## src/rtl/moldudp64_tx.sv

```systemverilog
// rtl/moldudp64_tx.sv - MoldUDP64 transmit packet builder (header + length-prefixed messages to byte-packed stream)
module moldudp64_tx #(
  parameter int AXI_DATA_W = 64,
  parameter int AXI_KEEP_W = AXI_DATA_W / 8,
  parameter int ML_W       = 16,
  parameter int SID_W      = 80,
  parameter int SEQ_W      = 64
) (
  input  logic                  clk,
  input  logic                  reset,
  input  logic                  pkt_v_i,
  output logic                  pkt_ready_o,
  input  logic [SID_W-1:0]      pkt_sid_i,
  input  logic [SEQ_W-1:0]      pkt_seq_i,
  input  logic [ML_W-1:0]       pkt_msg_cnt_i,
  input  logic                  mold_msg_v_i,
  output logic                  mold_msg_ready_o,
  input  logic                  mold_msg_start_i,
  input  logic [ML_W-1:0]       mold_msg_len_i,
  input  logic [AXI_KEEP_W-1:0] mold_msg_mask_i,
  input  logic [AXI_DATA_W-1:0] mold_msg_data_i,
  output logic                  upd_axis_tvalid_o,
  input  logic                  upd_axis_tready_i,
  output logic [AXI_DATA_W-1:0] upd_axis_tdata_o,
  output logic [AXI_KEEP_W-1:0] upd_axis_tkeep_o,
  output logic                  upd_axis_tlast_o,
  output logic                  upd_axis_tuser_o
);

  localparam int ACC_BYTES = 24;
  localparam int ACC_W     = ACC_BYTES * 8;
  localparam int INS_W     = ML_W + AXI_DATA_W;

  typedef enum logic [1:0] {
    S_IDLE  = 2'd0,
    S_MSG   = 2'd1,
    S_FLUSH = 2'd2
  } state_t;

  state_t            r_state;
  state_t            w_state_nxt;
  logic [ACC_W-1:0]  r_acc;
  logic [ACC_W-1:0]  w_acc_nxt;
  logic [4:0]        r_fill;
  logic [4:0]        w_fill_nxt;
  logic [ML_W-1:0]   r_cnt;
  logic [ML_W-1:0]   w_cnt_nxt;
  logic [ML_W-1:0]   r_rem;
  logic [ML_W-1:0]   w_rem_nxt;
  logic [ML_W-1:0]   r_done;
  logic [ML_W-1:0]   w_done_nxt;
  logic              r_err;
  logic              w_err_nxt;

  logic              w_tvalid;
  logic              w_tlast;
  logic [7:0]        w_keep;
  logic              w_out_fire;
  logic [4:0]        w_shift_fill;
  logic [ACC_W-1:0]  w_acc_sh;
  logic              w_pkt_fire;
  logic              w_msg_fire;
  logic [3:0]        w_pc;
  logic [3:0]        w_exp_pc;
  logic [INS_W-1:0]  w_ins;
  logic [3:0]        w_ins_n;
  logic [ML_W-1:0]   w_rem_base;
  logic [ML_W-1:0]   w_new_rem;
  logic              w_beat_err;
  logic              w_msg_last;
  logic [ML_W-1:0]   w_done_inc;

  // Output beat is always the bottom 8 bytes; everything forced low while reset is held.
  assign w_tvalid = ~reset & ((r_fill >= 5'd8) | ((r_state == S_FLUSH) & (r_fill != 5'd0)));
  assign w_tlast  = w_tvalid & (r_state == S_FLUSH) & (r_fill <= 5'd8);
  assign w_keep   = (r_fill >= 5'd8) ? 8'hFF : ((8'h01 << r_fill[2:0]) - 8'h01);
  assign w_out_fire = w_tvalid & upd_axis_tready_i;

  assign upd_axis_tvalid_o = w_tvalid;
  assign upd_axis_tlast_o  = w_tlast;
  assign upd_axis_tuser_o  = w_tlast & r_err;
  assign upd_axis_tkeep_o  = w_tvalid ? w_keep : 8'h00;
  assign upd_axis_tdata_o  = reset ? '0 : r_acc[AXI_DATA_W-1:0];

  // Accumulator view after this cycle's output beat (if any) has left.
  assign w_shift_fill = w_out_fire ? ((r_fill > 5'd8) ? (r_fill - 5'd8) : 5'd0) : r_fill;
  assign w_acc_sh     = w_out_fire ? {64'h0, r_acc[ACC_W-1:64]} : r_acc;

  // A message beat may add up to 10 bytes, so only accept when that still fits in 24.
  assign pkt_ready_o      = ~reset & (r_state == S_IDLE);
  assign mold_msg_ready_o = ~reset & (r_state == S_MSG) & (w_shift_fill <= 5'd14);
  assign w_pkt_fire       = pkt_v_i & pkt_ready_o;
  assign w_msg_fire       = mold_msg_v_i & mold_msg_ready_o;

  // Count of valid payload lanes in the incoming beat.
  always_comb begin
    w_pc = 4'd0;
    for (int i = 0; i < AXI_KEEP_W; i++) begin
      w_pc = w_pc + {3'b000, mold_msg_mask_i[i]};
    end
  end

  // Bytes to append: start beats carry the 2 length bytes in front of the payload.
  assign w_ins      = mold_msg_start_i ? {mold_msg_data_i, mold_msg_len_i}
                                       : {{ML_W{1'b0}}, mold_msg_data_i};
  assign w_ins_n    = mold_msg_start_i ? (w_pc + 4'd2) : w_pc;
  assign w_rem_base = mold_msg_start_i ? mold_msg_len_i : r_rem;
  assign w_exp_pc   = (w_rem_base >= 16'd8) ? 4'd8 : w_rem_base[3:0];
  assign w_new_rem  = ({12'h000, w_pc} >= w_rem_base) ? '0 : (w_rem_base - {12'h000, w_pc});
  assign w_beat_err = (mold_msg_start_i & (r_rem != '0))
                    | (~mold_msg_start_i & (r_rem == '0))
                    | (w_pc != w_exp_pc);
  // A stray continuation beat with nothing outstanding does not complete a message.
  assign w_msg_last = (w_new_rem == '0) & (mold_msg_start_i | (r_rem != '0));
  assign w_done_inc = r_done + 16'd1;

  // Next-state and datapath update for packet framing.
  always_comb begin
    w_state_nxt = r_state;
    w_acc_nxt   = w_acc_sh;
    w_fill_nxt  = w_shift_fill;
    w_cnt_nxt   = r_cnt;
    w_rem_nxt   = r_rem;
    w_done_nxt  = r_done;
    w_err_nxt   = r_err;
    case (r_state)
      S_IDLE: begin
        if (w_pkt_fire) begin
          w_acc_nxt  = {32'h0, pkt_msg_cnt_i, pkt_seq_i, pkt_sid_i};
          w_fill_nxt = 5'd20;
          w_cnt_nxt  = pkt_msg_cnt_i;
          w_rem_nxt  = '0;
          w_done_nxt = '0;
          w_err_nxt  = 1'b0;
          if ((pkt_msg_cnt_i == 16'h0000) || (pkt_msg_cnt_i == 16'hFFFF)) begin
            w_state_nxt = S_FLUSH;
          end else begin
            w_state_nxt = S_MSG;
          end
        end
      end
      S_MSG: begin
        if (w_msg_fire) begin
          for (int p = 0; p < ACC_BYTES; p++) begin
            int k;
            k = p - int'(w_shift_fill);
            if ((k >= 0) && (k < int'(w_ins_n))) begin
              w_acc_nxt[8*p +: 8] = w_ins[8*k +: 8];
            end
          end
          w_fill_nxt = w_shift_fill + {1'b0, w_ins_n};
          w_rem_nxt  = w_new_rem;
          w_err_nxt  = r_err | w_beat_err;
          if (w_msg_last) begin
            w_done_nxt = w_done_inc;
            if (w_done_inc == r_cnt) begin
              w_state_nxt = S_FLUSH;
            end
          end
        end
      end
      S_FLUSH: begin
        if (w_tlast & w_out_fire) begin
          w_state_nxt = S_IDLE;
          w_fill_nxt  = 5'd0;
          w_err_nxt   = 1'b0;
        end
      end
      default: begin
        w_state_nxt = S_IDLE;
        w_fill_nxt  = 5'd0;
      end
    endcase
  end

  // State register.
  always_ff @(posedge clk) begin
    if (reset) begin
      r_state <= S_IDLE;
    end else begin
      r_state <= w_state_nxt;
    end
  end

  // Accumulator, fill level and message bookkeeping registers.
  always_ff @(posedge clk) begin
    if (reset) begin
      r_acc  <= '0;
      r_fill <= 5'd0;
      r_cnt  <= '0;
      r_rem  <= '0;
      r_done <= '0;
      r_err  <= 1'b0;
    end else begin
      r_acc  <= w_acc_nxt;
      r_fill <= w_fill_nxt;
      r_cnt  <= w_cnt_nxt;
      r_rem  <= w_rem_nxt;
      r_done <= w_done_nxt;
      r_err  <= w_err_nxt;
    end
  end

endmodule

```

## config.mk

```make
export PLATFORM = sky130hd
export DESIGN_NAME = moldudp64_tx
export DESIGN_NICKNAME = d
export VERILOG_FILES = /design/src/rtl/moldudp64_tx.sv
export SDC_FILE = /design/constraint.sdc
export NUM_CORES = 1
export LEC_CHECK = 0
export BUFFER_PORTS_ARGS = -buffer_cell sky130_fd_sc_hd__buf_2
export CORE_UTILIZATION = 36
export CTS_CLUSTER_SIZE = 8
export DETAILED_ROUTE_END_ITERATION = 8
export MAX_ROUTING_LAYER = met4
export PLACE_DENSITY = 0.51
export RECOVER_POWER = 25
export SETUP_SLACK_MARGIN = 0.4
export SLEW_MARGIN = 10
export SYNTH_ARGS = -nofsm -noshare
export SYNTH_HDL_FRONTEND = slang
export SYNTH_SLANG_ARGS = --single-unit
```

## constraint.sdc

```tcl
create_clock -name clk -period 6.7 [get_ports clk]
set_clock_uncertainty 0.05 [all_clocks]
set_input_delay 0.67 -clock clk [delete_from_list [all_inputs] [get_ports clk]]
set_output_delay 0.67 -clock clk [all_outputs]
set_load 0.01 [all_outputs]
```

; ---- Word level (Yosys, flattened, before mapping)
; Cells that the tools add are included.
[op_classes]
shifts = 25
mux = 59
bitwise = 22
n_reduce_logical = 38
n_eq_ne = 10
add_sub_neg = 37
magnitude_cmp = 54
[ops]
columns = op, n
row1 = $shiftx A80 B9 Y8, 24
row2 = $mux W192, 3
row3 = $pmux W192 S2, 1
row4 = $mux W8, 26
row5 = $ge A6 B1 Y1 const B, 24
row6 = $lt A6 B5 Y1, 24
row7 = $mux W16, 6
row8 = $mux W80, 1
row9 = $mux W64, 1
row10 = $pmux W16 S2, 2
row11 = $logic_not A16 Y1, 3
row12 = $sub A4 B5 Y6 const A, 8
row13 = $sub A5 B5 Y6 const A, 8
row14 = $mux W5, 5
row15 = $logic_and A1 B1 Y1, 24
row16 = $sub A3 B5 Y6 const A, 4
row17 = $add A16 B1 Y16 const B, 1
row18 = $add A4 B1 Y4, 4
row19 = $eq A16 B16 Y1, 1
row20 = $eq A16 B16 Y1 const B, 1
row21 = $ge A16 B4 Y1 const B, 1
row22 = $ge A4 B16 Y1, 1
row23 = $reduce_bool A16 Y1, 1
row24 = $sub A16 B4 Y16, 1
row25 = other kinds (36), 70
[word_totals]
word_cells = 252
register_bits = 248
output_inout_bits = 77
inputBits = 254

; ---- Longest topological paths before layout
; Gate-level depths: netlist (run 1).
[depth]
ltp_word = 14
depth_mapped = 24
mapped_depth_nobuf = 23

; ---- Worst setup path after synthesis (run 1)
; Ideal clock, no wire load.
[synth_path]
kind = input to register
startpoint = input port upd_axis_tready_i
endpoint = register r_acc[115]
path_buffers = 10
t_required_ns = 6.522
setup_time_ns = 0.128
path_stages = 24
t_arrival_ns = 5.846
path_slack_ns = 0.676
cell_sequence = nor2b_1 clkbuf_1 a31oi_1 inv_1 buf_2 buf_2 clkbuf_1 buf_2 buf_1 ha_1 clkbuf_1 inv_2 buf_1 clkbuf_1 ha_1 a21o_1 a21o_1 a211o_1 nor3_1 clkbuf_1 o21a_1 a21oi_1 a221oi_1 nor2_1
[synth_between]
elab_chain_cells = 8
word_cells_on_any_way = 15
classes_between = add/sub: 1 / order compare: 3 / shift: 1 / mux: 6 / bitwise: 3 / reduce/logical: 1
[synth_rtl]
columns = item, line
row1 = from (decl), 23  ; input logic upd_axis_tready_i,
row2 = $and A1 B1 Y1 (*), 77  ; assign w_out_fire = w_tvalid & upd_axis_tready_i;
row3 = branches (longest 6 deep; another with $sub A4 B5 Y6), --
row4 = $pmux W192 S2 (*), 126  ; case (r_state)
row5 = to (signal assigned), 195  ; r_acc <= w_acc_nxt;
row6 = to (decl), 42  ; logic [ACC_W-1:0] r_acc;
; Every way passes the cells marked *.
; A chain may end at the register's enable or synchronous reset.

; ---- Worst setup path after layout (run 1)
[layout_path]
startpoint = input port reset
endpoint = register r_acc[84]
[layout_between]
elab_chain_cells = 10
word_cells_on_any_way = 20
classes_between = add/sub: 1 / order compare: 3 / shift: 1 / mux: 6 / bitwise: 8 / reduce/logical: 1
[layout_rtl]
columns = item, line
row1 = from (decl), 10  ; input logic reset,
row2 = branches (longest 10 deep; another with $sub A4 B5 Y6), --
; Parallel ways; which one is timed is not known.

==> metrics.md, run 1 <==
| Metric | Value |
|---|---|
| Clk slew on worst S/H paths | `50 ps` |
| Worst IR Drop VDD | `0.1487 mV` |
| TritonCTS clock tree | `done` |
| H-tree Lvls | `2` |
| Fin crit share | `91.09%` |
| Core area | `66220 sq um` |
| Via/cell ratio | `6.453` |
| Lkg Pwr | `10.79 nW` |
| Rows | `94` |
| Min Hold Slack | `295.1 ps` |
| Setup TNS | `0 ps` |
| # fillers | `7161` |
| DRC | `0` |
| DP HPWL | `98630 um` |
| Synth Register Bits | `248` |
| Hold-fix buffers, CTS | `0` |
| CP Data Arrival Time | `6390 ps` |
| WL final | `132000 um` |
| Status | `complete, but fails checks` |
| I/O Pins | `331` |
| Crit path kind | `input pin to flip-flop` |
| CP Capture Type | `flip-flop` |
| Failing checks | `max-capacitance violations, max-slew violations` |
| Total iterations of the first detailed-routing run | `6` |
| Die Span Y | `261.6 um` |
| Largest net degree at the start of global routing | `121` |
| Worst slew pin tran | `2968 ps` |
| Via count | `29.12k` |
| Syn Nets | `3770` |
| Critical path launch point type | `input pin` |
| Post-route ant nets | `0` |
| Synth-to-layout area growth | `14.80%` |
| Fmax | `163.9 MHz` |
| Initial antenna violation count | `7` |
| Clock buffer count from CTS | `38` |
| PD cells | `226.5 nW/um^2` |
| Max cap viols | `3` |
| GRT overflow | `0` |
| Final Hold Viols | `0` |
| DRT iter0 DRCs | `3730` |
| CTS Root Cell | `clkbuf_16` |
| Post-Syn Area | `24260 sq um` |
| Routed WL per cell | `29.25 um` |
| Final Max Slew Viols | `189` |
| Die area | `68430 sq um` |
| Clk sinks | `248` |
| Cells after Synth | `3443` |
| Seq/Total Area, Yosys | `20.47%` |
| CTS max path bufs | `3` |
| Period minus WS final | `6103 ps` |
| GPL Wtd Cong | `1.033` |
| Max_slew headroom | `-97.87%` |
| Cells after DPL | `4455` |
| Post-synth EDFFs | `0` |
| Synth top area share | `20.47%` |
| Vias in the first global route | `26.62k` |
| Hold Crit Class | `input pin to flip-flop` |
| Worst-Skew Late Latency | `570 ps` |
| GRT Total Usage | `38.33%` |
| Post-CTS Setup Inserts | `0` |
| Share of cells above drive strength 1 | `15.29%` |
| Synth Flop Type | `dfxtp_1` |
| Area of the multi-input gates | `17890 sq um` |
| Most common cell in the netlist | `nand2_1` |
| Placed Area | `26870 sq um` |
| Port bufs | `330` |
| CP Data Required Time | `6990 ps` |
| Synth cell count leaders | `nand2_1 (452), a21oi_1 (395), nor2_1 (336)` |
| Dominant cells by area after synthesis | `dfxtp_1 (20%), mux2i_1 (8.6%), a21oi_1 (8.1%), nand2_1 (7.0%), nor2_1 (5.2%)` |
| Final setup fails | `0` |
| Post-synth top area cell | `dfxtp_1` |
| Synth warnings | `0` |
| Yosys cell types | `86` |
| Sequential Area | `4970 sq um` |
| Final #Nets | `3958` |
| Synthesized area per cell | `7.046 sq um` |
| CP max FO | `120` |
| First-pass GRT wire length | `186800 um` |
| Async set or reset register ratio after synthesis | `0%` |
| Post_cts resized | `0` |
| Finished Layout Cells | `4513` |
| Unrepaired setup endpoints after global routing | `false` |
| Fin area | `27850 sq um` |
| Die X | `261.6 um` |
| Initial Utilization | `36.64%` |
==> state kept, by name, summed over array words and instances, names as in the netlist <==
signal   cells
r_rem       16
r_err        1
r_done      16
r_cnt       16
r_acc      192
r_fill       5
r_state      2
==> area by class of cell <==
type | count | area share [%]
clock inverter | 3 | 0.1213
sequential | 248 | 17.85
antenna | 6 | 0.05392
timing repair buffer | 448 | 8.901
clock buffer | 49 | 3.783
tap | 864 | 3.882
inverter | 85 | 1.155
multi-input combinational | 2810 | 64.26
==> through the flow <==
step	power, mW	setup slack (ps)	utilization (%)
2_1_floorplan	3.288	676.0	-
5_1_grt	6.539	348.0	42.05
3_5_place_dp	4.374	303.1	40.58
4_1_cts	6.238	888.3	42.22
6_report	6.308	597.2	42.06
3_3_place_gp	4.379	366.9	40.58
==> kinds of logic (layout without fill, tap and decap cells) <==
family,Yosys count,count (layout),synth area share (%)
and+or+nand+nor,1172,1172,21.58
DFF,248,248,20.47
buffers and inverters,385,585,6.128
muxes,300,300,13.97
adders and majority gates,73,73,3.951
AOI/OAI and AO/OA,1199,1199,31.49
xor gates and xnor gates,66,66,2.414
other,0,6,0
==> final timing paths <==
| path | slack (ps) | depth (start not counted) | start | to |
|---|---|---|---|---|
| hold reg to reg | 410 | 2 | r_acc[175] | r_acc[175] |
| setup / recovery | 600 | 10 | reset | r_acc[84] |
| setup reg to reg | 1000 | 14 | r_fill[3] | r_acc[169] |
| hold / removal | 300 | 3 | pkt_sid_i[5] | r_acc[5] |
==> routing by layer <==
layer  share of wire, %  global-route usage [%]
met2                 44                   57.09
met1                 41                   48.95
met5                  0                       -
met3                8.7                   6.678
met4                6.0                   20.88
==> report_power, final <==
group | switching [mW] | internal, mW | leakage, nW
clock | 0.768 | 1.09 | 0.535
combinational | 1.93 | 0.881 | 8.24
sequential | 0.0733 | 1.57 | 2.02
total | 2.77 | 3.54 | 10.8
==> placed cells by master (no fill, tap or decap), types with 21 or more instances in the layout <==
cell type  count
a2111oi_0     34
a211oi_1      50
a21o_1        23
a21oi_1      395
a221oi_1      60
a22oi_1       41
a31oi_1       64
and3_1        24
buf_2        256
buf_4        113
clkbuf_1      80
clkbuf_16     39
dfxtp_1      246
ha_1          66
inv_1         75
mux2_2        66
mux2i_1      208
mux4_2        24
nand2_1      450
nand2b_1      21
nand3_1       99
nor2_1       333
nor2b_1       76
nor3_1        66
o211ai_1      38
o21ai_0      218
o221ai_1      22
o22ai_1       61
xnor2_1       47
==> worst max-delay path: stages <==
cell	delay (ps)
buf_8	250
clkbuf_2	1450
nor2_1	1190
o311ai_0	670
buf_4	450
or4b_1	870
a21oi_1	370
a21oi_1	80
a211oi_1	210
nor2_1	60
(Power assumes the default switching activity.)
==> run 2: changes to the inputs <==
--- a/config.mk
+++ b/config.mk
@@ -11,7 +11,7 @@
 export DETAILED_ROUTE_END_ITERATION = 8
 export MAX_ROUTING_LAYER = met4
 export PLACE_DENSITY = 0.51
-export RECOVER_POWER = 25
+export RECOVER_POWER = 100
 export SETUP_SLACK_MARGIN = 0.4
 export SLEW_MARGIN = 10
 export SYNTH_ARGS = -nofsm -noshare
==> run 2 against run 1 <==
Net effect: the flow still finishes with violations (max-capacitance violations, max-slew violations); flip-flop and latch count unchanged; register-to-register slack improved by 90 ps; sequential share of layout area increased by 0.067 points; core utilization decreased by 0.16 points; global-route usage unchanged; cell count unchanged; routed wire length about the same; count of clock-buffer cells in the layout unchanged.
==> metrics.md, run 2 (same netlist as run 1, synthesis figures left out) <==
| Metric | Value |
|---|---|
| Worst-Skew Late Latency | `570 ps (about the same)` |
| WL final | `132100 um (was 132000 um)` |
| DRT iter0 DRCs | `3618 (was 3730)` |
| Clk slew on worst S/H paths | `50 ps (about the same)` |
| I/O Pins | `331 (unchanged)` |
| Initial Utilization | `36.64% (unchanged)` |
| Worst Setup EP | `mold_msg_ready_o (was r_acc[84])` |
| Total Power | `6.298 mW (was 6.308 mW)` |
| Largest net degree at the start of global routing | `121 (unchanged)` |
| Setup TNS | `0 ps (unchanged)` |
| GRT overflow | `0 (unchanged)` |
| Most common cell after layout, fill and taps aside | `nand2_1 (unchanged)` |
| Initial antenna violation count | `7 (unchanged)` |
| CP max FO | `120 (unchanged)` |
| Fin area | `27740 sq um (was 27850 sq um)` |
| Finished Layout Cells | `4513 (unchanged)` |
| CTS Root Cell | `clkbuf_16 (unchanged)` |
| Register bank with the most flops | `r_acc (unchanged)` |
| Final #Nets | `3958 (unchanged)` |
| Crit Reg-Reg Startpoint | `r_fill[3] (unchanged)` |
| Clock buffer count from CTS | `38 (unchanged)` |
| Post-route ant nets | `0 (unchanged)` |
| Final setup fails | `0 (unchanged)` |
| DRC | `0 (unchanged)` |
| Worst R2R Setup Slack | `1090 ps (was 1000 ps)` |
| Routed WL per cell | `29.27 um (was 29.25 um)` |
| Via count | `29.05k (was 29.12k)` |
| Via/cell ratio | `6.437 (was 6.453)` |
| Fin crit share | `95.58% (was 91.09%)` |
| Die area | `68430 sq um (unchanged)` |
| Core area | `66220 sq um (unchanged)` |
| CTS max path bufs | `3 (unchanged)` |
| Rows | `94 (unchanged)` |
| Dpl ws | `303.1 ps (unchanged)` |
| PD cells | `227.0 nW/um^2 (was 226.5 nW/um^2)` |
| Post-CTS Setup Inserts | `0 (unchanged)` |
| Lkg Pwr | `10.71 nW (was 10.79 nW)` |
| Unrepaired setup endpoints after global routing | `false (unchanged)` |
| GRT Total Usage | `38.33% (unchanged)` |
| Most frequent cells in the layout | `nand2_1 (450), a21oi_1 (395), nor2_1 (334), buf_2 (256), dfxtp_1 (246) (was nand2_1 (450), a21oi_1 (395), nor2_1 (333), buf_2 (256), dfxtp_1 (246))` |
| TritonCTS clock tree | `done (unchanged)` |
| Max cap viols | `3 (unchanged)` |
| DP HPWL | `98630 um (unchanged)` |
| Vias in the first global route | `26.62k (unchanged)` |
| Port bufs | `330 (unchanged)` |
| Share of cells above drive strength 1 | `14.69% (was 15.29%)` |
| Worst slew pin tran | `2936 ps (was 2968 ps)` |
| GPL Wtd Cong | `1.033 (unchanged)` |
| Clk sinks | `248 (unchanged)` |
| Hold Crit Class | `input pin to flip-flop (unchanged)` |
| First-pass GRT wire length | `186800 um (unchanged)` |
| Synth-to-layout area growth | `14.37% (was 14.80%)` |
| Final WS setup | `295.8 ps (was 597.2 ps)` |
| Final Hold Viols | `0 (unchanged)` |
| Fmax | `156.1 MHz (was 163.9 MHz)` |
| Critical path launch point type | `input pin (unchanged)` |
| Post_cts resized | `0 (unchanged)` |
| Critical path origin | `reset (unchanged)` |
| Critical R2R Capture | `r_acc[64] (was r_acc[169])` |
| Hold-fix buffers, CTS | `0 (unchanged)` |
| Max FFs per register | `192 (unchanged)` |
| Total iterations of the first detailed-routing run | `7 (was 6)` |
| H-tree Lvls | `2 (unchanged)` |
| Failing checks | `max-capacitance violations, max-slew violations (unchanged)` |
| CP Capture Type | `output pin (was flip-flop)` |
| Max_slew headroom | `-95.75% (was -97.87%)` |
| Crit path kind | `input pin to output pin (was input pin to flip-flop)` |
| # fillers | `7183 (was 7161)` |
| Die X | `261.6 um (unchanged)` |
| Final Max Slew Viols | `216 (was 189)` |
| Die Span Y | `261.6 um (unchanged)` |
| Worst IR Drop VDD | `0.1476 mV (was 0.1487 mV)` |
| Period minus WS final | `6404 ps (was 6103 ps)` |
| Status | `complete, but fails checks (unchanged)` |
| Cells on worst reg2reg path | `13 (was 14)` |
| CP Data Required Time | `5980 ps (was 6990 ps)` |
| Cells after DPL | `4455 (unchanged)` |
| Placed Area | `26870 sq um (unchanged)` |
| CP Data Arrival Time | `5680 ps (was 6390 ps)` |
==> run 2: cell type report <==
type | count | area (sq um) | area share, %
antenna | 6 | 15.01 | 0.05412
clock inverter | 3 | 33.78 | 0.1218
timing repair buffer | 448 | 2412 | 8.695
inverter | 85 | 321.6 | 1.159
multi-input combinational | 2810 | 17860 | 64.36
clock buffer | 49 | 1054 | 3.797
sequential | 248 | 4970 | 17.91
tap | 864 | 1081 | 3.896
==> run 2: worst min-delay path by stage <==
stage | startpoint | to | cells after the start
2_1_floorplan | r_acc[178] | r_acc[178] | 2
3_3_place_gp | r_acc[178] | r_acc[178] | 2
3_5_place_dp | r_acc[178] | r_acc[178] | 2
4_1_cts | pkt_seq_i[4] | r_acc[84] | 3
5_1_grt | pkt_seq_i[32] | r_acc[112] | 2
6_report | pkt_sid_i[5] | r_acc[5] | 3
==> run 2: critical path: stages <==
cell	delay, ps
buf_8	250
clkbuf_2	1460
inv_1	300
clkbuf_1	1590
nand2_1	200
clkbuf_2	540
nor2_1	350
buf_2	180
==> run 2: where the power goes <==
part	leakage [nW]	switching, mW	total, mW	internal, mW
Combinational	8.16	1.93	2.80	0.876
Clock	0.535	0.768	1.86	1.09
Sequential	2.02	0.0733	1.64	1.57
==> run 2: stage by stage <==
step                hold WS [ps]  util (%)
floorplan                  371.2         -
finish                     295.1     41.90
global placement           384.2     40.58
detailed placement         394.9     40.58
global route               318.0     41.90
CTS                        279.9     42.22
==> run 2: metal layers <==
metal / up-vias / track usage, % / wire [um]
met5: - / - / 0
met4: 0 / 20.88 / 8104
met3: 350 / 6.678 / 11700
met2: 1582 / 57.09 / 57780
met1: 14010 / 48.95 / 54530
li1: 13110 / - / -
